`src/rtl/serial_add_pkg.sv`:
```
// Shared types and constants for the serial adder controller.
// Holds the state encoding, default width and counter-width helper.
package serial_add_pkg;

  localparam int N_DEFAULT = 8;

  typedef enum logic [1:0] {
    IDLE = 2'd0,
    LOAD = 2'd1,
    ADD  = 2'd2,
    DONE = 2'd3
  } state_e;

  function automatic int cnt_width(input int n);
    return (n < 2) ? 1 : $clog2(n);
  endfunction

endpackage

```
`src/rtl/serial_add_ctrl_bit_counter.sv`:
```
// Bit counter for the serial adder: clear, enable, terminal count.
// o_tc is high while the count equals N-1.
module bit_counter
  import serial_add_pkg::*;
#(
  parameter int N = N_DEFAULT,
  parameter int W = cnt_width(N)
) (
  input  logic i_clk,
  input  logic i_rst,
  input  logic i_clr,
  input  logic i_en,
  output logic o_tc
);

  logic [W-1:0] cnt_q;
  logic [W-1:0] cnt_d;

  always_comb begin
    cnt_d = cnt_q;
    if (i_clr) begin
      cnt_d = '0;
    end else if (i_en) begin
      cnt_d = cnt_q + W'(1);
    end
  end

  always_ff @(posedge i_clk) begin
    if (i_rst) begin
      cnt_q <= '0;
    end else begin
      cnt_q <= cnt_d;
    end
  end

  assign o_tc = (cnt_q == W'(N - 1));

endmodule

```
`src/rtl/serial_add_ctrl.sv`:
```
// Serial adder controller: load, N shift/add cycles, done pulse.
// SERIAL_ADD_CIN_EN adds i_cin, used as the carry loaded in LOAD.
module serial_add_ctrl
  import serial_add_pkg::*;
#(
  parameter int N = N_DEFAULT
) (
  input  logic i_clk,
  input  logic i_rst,
  input  logic i_start,
  input  logic i_a_bit,
  input  logic i_b_bit,
`ifdef SERIAL_ADD_CIN_EN
  input  logic i_cin,
`endif
  output logic ld_A,
  output logic ld_B,
  output logic shift_A,
  output logic shift_B,
  output logic o_sum_bit,
  output logic o_carry,
  output logic o_busy,
  output logic o_done
);

  state_e state_q;
  state_e state_d;
  logic   carry_q;
  logic   carry_d;
  logic   ld;
  logic   shift;
  logic   sum;
  logic   busy;
  logic   done;
  logic   cnt_clr;
  logic   cnt_en;
  logic   cnt_tc;
  logic   cin_init;

`ifdef SERIAL_ADD_CIN_EN
  assign cin_init = i_cin;
`else
  assign cin_init = 1'b0;
`endif

  bit_counter #(
    .N (N)
  ) u_cnt (
    .i_clk (i_clk),
    .i_rst (i_rst),
    .i_clr (cnt_clr),
    .i_en  (cnt_en),
    .o_tc  (cnt_tc)
  );

  always_comb begin
    state_d = state_q;
    carry_d = carry_q;
    ld      = 1'b0;
    shift   = 1'b0;
    sum     = 1'b0;
    busy    = 1'b0;
    done    = 1'b0;
    cnt_clr = 1'b0;
    cnt_en  = 1'b0;
    unique case (state_q)
      IDLE: begin
        if (i_start) state_d = LOAD;
      end
      LOAD: begin
        ld      = 1'b1;
        busy    = 1'b1;
        cnt_clr = 1'b1;
        carry_d = cin_init;
        state_d = ADD;
      end
      ADD: begin
        shift   = 1'b1;
        busy    = 1'b1;
        cnt_en  = 1'b1;
        sum     = i_a_bit ^ i_b_bit ^ carry_q;
        carry_d = (i_a_bit & i_b_bit) |
                  (i_a_bit & carry_q) |
                  (i_b_bit & carry_q);
        if (cnt_tc) state_d = DONE;
      end
      DONE: begin
        done    = 1'b1;
        state_d = IDLE;
      end
      default: state_d = IDLE;
    endcase
  end

  always_ff @(posedge i_clk) begin
    if (i_rst) begin
      state_q <= IDLE;
      carry_q <= 1'b0;
    end else begin
      state_q <= state_d;
      carry_q <= carry_d;
    end
  end

  assign ld_A      = ld;
  assign ld_B      = ld;
  assign shift_A   = shift;
  assign shift_B   = shift;
  assign o_sum_bit = sum;
  assign o_carry   = carry_q;
  assign o_busy    = busy;
  assign o_done    = done;

endmodule

```
`config.mk`:
```
export PLATFORM = sky130hd
export DESIGN_NAME = serial_add_ctrl
export DESIGN_NICKNAME = d
export VERILOG_FILES = /design/src/rtl/serial_add_pkg.sv /design/src/rtl/serial_add_ctrl_bit_counter.sv /design/src/rtl/serial_add_ctrl.sv
export SDC_FILE = /design/constraint.sdc
export NUM_CORES = 1
export LEC_CHECK = 0
export ABC_AREA = 1
export CAP_MARGIN = 20
export CORE_AREA = 2 2 39 41
export CTS_BUF_LIST = sky130_fd_sc_hd__clkbuf_4
export CTS_CLUSTER_SIZE = 30
export DETAILED_ROUTE_END_ITERATION = 6
export DIE_AREA = 0 0 41 43
export PLACE_DENSITY_LB_ADDON = 0.2
export SYNTH_ARGS = -nofsm -noshare
export SYNTH_HDL_FRONTEND = slang
export SYNTH_SLANG_ARGS = --single-unit
```
`constraint.sdc`:
```
create_clock -name i_clk -period 2 [get_ports i_clk]
set_input_delay 0.2 -clock i_clk [delete_from_list [all_inputs] [get_ports i_clk]]
set_output_delay 0.2 -clock i_clk [all_outputs]
set_load 0.02 [all_outputs]
```
==> results.md <==
## Outcome
- result of the run: finished, final reports clean

## Power and ir drop
- peak ir drop on the vdd network: 0.7908 mV
- post-layout total power: 0.8986 mW
- LEAKAGE: 0.2623 nW
- Power Dens Cells: 1651 mW/mm²

## Critical path
- worst endpoint required time: 1.80 ns
- Critical R2R Launch: state_q[0]
- crit-path max cell delay: 0.61 ns
- number of cells on the worst reg-to-reg path: 7
- R2R Path End: state_q[0]
- reg2reg setup slack: 0.69 ns
- WP data arrival: 1.64 ns
- termination of the worst setup path: o_busy
- highest net fanout along the worst path: 4
- beginning of the critical path: state_q[0]
- critical-path cell list: inv_1 -> ha_1 -> clkdlybuf4s50_1
- type of destination of the critical path: output port
- Critical Path Slowest Stage Cell: clkdlybuf4s50_1
- Critical Path Start Type: flip-flop
- type of the setup path with the least slack: reg2out

## Detailed routing
- number of vias after detailed routing: 307
- vias per inst: 3.936
- post-detailed-route count of antenna-violating nets: 0
- number of DRC markers after the initial detailed-route iteration: 3
- DR pass1 iterations: 4
- drt wl/cell: 8.551 µm
- final routed wirelength across all metal layers: 667 µm
- number of remaining DRC errors: 0

## Timing
- Peak Freq: 545.0 MHz
- time the worst path needs with I/O delays and setup: 1.835 ns
- max-slew violation count: 0
- unrepaired setup endpoints after global routing: false
- Hold Vio Cnt, Final: 0
- Setup violations, final: 0
- post-route clock skew: 0.005376 ns
- Worst-Margin Slew: 0.2117 ns
- worst slew slack as a fraction of its limit: 85.84%
- Final period util: 91.75%

## Clock network
- clock root cell: clkbuf_4
- Max Root-Sink Buffers: 2
- Reg clk slew, reported paths: 0.05 ns
- TritonCTS clock tree: built
- cts hold-fix bufs: 0
- number of buffers created by CTS: 3
- clock latency on the worst-skew pair: 0.24 ns
- CTS sink cnt: 6
- maximum level of the CTS H-tree: 1

## Finish
- share of final-layout standard cells stronger than drive strength 1: 9.677%
- antenna diode count: 0
- most common cell after layout, fill and taps aside: clkdlybuf4s50_1
- Layout area overhead: 35.51%
- Layout Nets: 77
- final cell count without fillers: 78
- commonest cells after routing, fill and taps aside: clkdlybuf4s50_1, nor2_1, inv_1

## Die
- Die Footprint: 0.001763 mm²
- initial standard-cell utilization of the core: 29.02%
- width of the die: 41 µm
- number of primary I/O pins: 13
- floorplan die height: 43 µm
- number of cell rows: 14
- core area: 0.001384 mm²

## GRT
- overall global routing resource usage: 10.51%
- global-route wire length before repair: 1.152 mm
- via count of the first global-routing pass: 272
- largest net degree at the start of global routing: 7
- global-route congestion overflow total: 0
- initial antenna violation count: 0

## Run
- max-cap viol count: 0

## Synthesis
- number of distinct standard cells referenced by the synthesized netlist: 14
- syn nets: 62
- summed instance area of the synthesized netlist: 401.6 µm²
- Cells after Synth: 49
- top-area cell type share of the netlist area: 29.91%
- mean instance size in the synthesized netlist: 8.197 µm²
- main area contributors after synthesis: dfxtp_1, ha_1, nor2_1
- Seq/Total Area, Yosys: 29.91%
- number of flip-flops and latches in the synthesized netlist: 6
- cell accounting for the most synthesized area: dfxtp_1
- yosys synthesis warning count: 0

## Place
- Placed Instances: 75
- post-detailed-placement half-perimeter wirelength: 550.1 µm
- input/output buffers: 12
- weighted congestion at the end of routability-driven global placement: 0.6071

## Worst hold path
- classification of the worst-slack hold path: reg2reg

per-stage QoR:
step	setup slack (ns)	utilization (%)	TNS [ns]	cell area (µm²)	hold WS, ns
floorplan	0.7233	-	0	401.6	0.2709
global placement	-0.05754	37.79	-0.05754	523.0	0.4718
detailed placement	-0.07031	37.79	-0.07031	523.0	0.4754
CTS	0.1323	39.33	0	544.3	0.4820
global route	0.07404	39.33	0	544.3	0.5098
finish	0.1650	39.33	0	544.3	0.4775
what timing repair did:
item	4_1_cts	5_1_grt
setup buffers	0	0
endpoints found under the setup margin	1	0
gates resized for setup	1	0
worst min path at each step:
| stage | from | to | slack, ns | depth (start not counted) |
|---|---|---|---|---|
| 6_report | u_cnt.cnt_q[2] | u_cnt.cnt_q[2] | 0.48 | 2 |
| 3_5_place_dp | u_cnt.cnt_q[2] | u_cnt.cnt_q[2] | 0.48 | 2 |
| 5_1_grt | u_cnt.cnt_q[1] | u_cnt.cnt_q[1] | 0.51 | 2 |
| 2_1_floorplan | i_rst | u_cnt.cnt_q[0] | 0.27 | 1 |
| 4_1_cts | u_cnt.cnt_q[2] | u_cnt.cnt_q[2] | 0.48 | 2 |
| 3_3_place_gp | u_cnt.cnt_q[1] | u_cnt.cnt_q[1] | 0.47 | 2 |
Yosys cell counts:
| library cell | instances |
|---|---|
| a21oi_1 | 3 |
| buf_4 | 2 |
| buf_6 | 1 |
| dfxtp_1 | 6 |
| fa_1 | 1 |
| ha_1 | 7 |
| inv_1 | 8 |
| nand2_1 | 5 |
| nand2_4 | 1 |
| nand3_1 | 1 |
| nor2_1 | 9 |
| nor3_2 | 1 |
| o21ai_0 | 3 |
| xnor2_1 | 1 |
layout make-up:
type                       instances  area (µm²)
clock buffer                       3       22.52
fill                             147       839.6
inverter                           8       30.03
multi-input combinational         32       225.2
sequential                         6       120.1
tap                               16       20.02
timing repair buffer              13       126.4
metal layers:
layer,GRT usage [%],share of wire [%],up-vias
met5,0,0,-
met4,4.000,0.90,0
li1,-,-,175
met1,13.77,45,124
met2,11.88,47,6
met3,9.424,7.2,2
sequential cells by signal, summed over array words and instances (netlist names):
register,count
state_q,2
u_cnt.cnt_q,3
o_carry,1
critical path, delay by kind of cell, from the launching register on:
kind	cells	cell delay, ns
flip-flops	1	0.38
buffers and inverters	2	0.71
adder cells (fa/ha/maj)	1	0.32
logic make-up (layout without fill, tap and decap cells):
logic type               after synthesis  in the layout  share of synthesized area, %
adder cells (fa/ha/maj)                8              8                         26.79
buffers and inverters                 11             24                         14.02
flip-flops                             6              6                         29.91
AO/OA/AOI/OAI                          6              6                         7.474
XOR/XNOR                               1              1                         2.181
AND/OR/NAND/NOR                       17             17                         19.62
power by group:
part | leakage [nW] | total (mW) | switching (mW) | internal [mW]
logic | 0.199 | 0.575 | 0.309 | 0.266
registers | 0.0494 | 0.214 | 0.0420 | 0.172
clock network | 0.0138 | 0.110 | 0.0418 | 0.0678
total | 0.262 | 0.899 | 0.393 | 0.505
No activity file was read; power rests on OpenSTA's default activity.
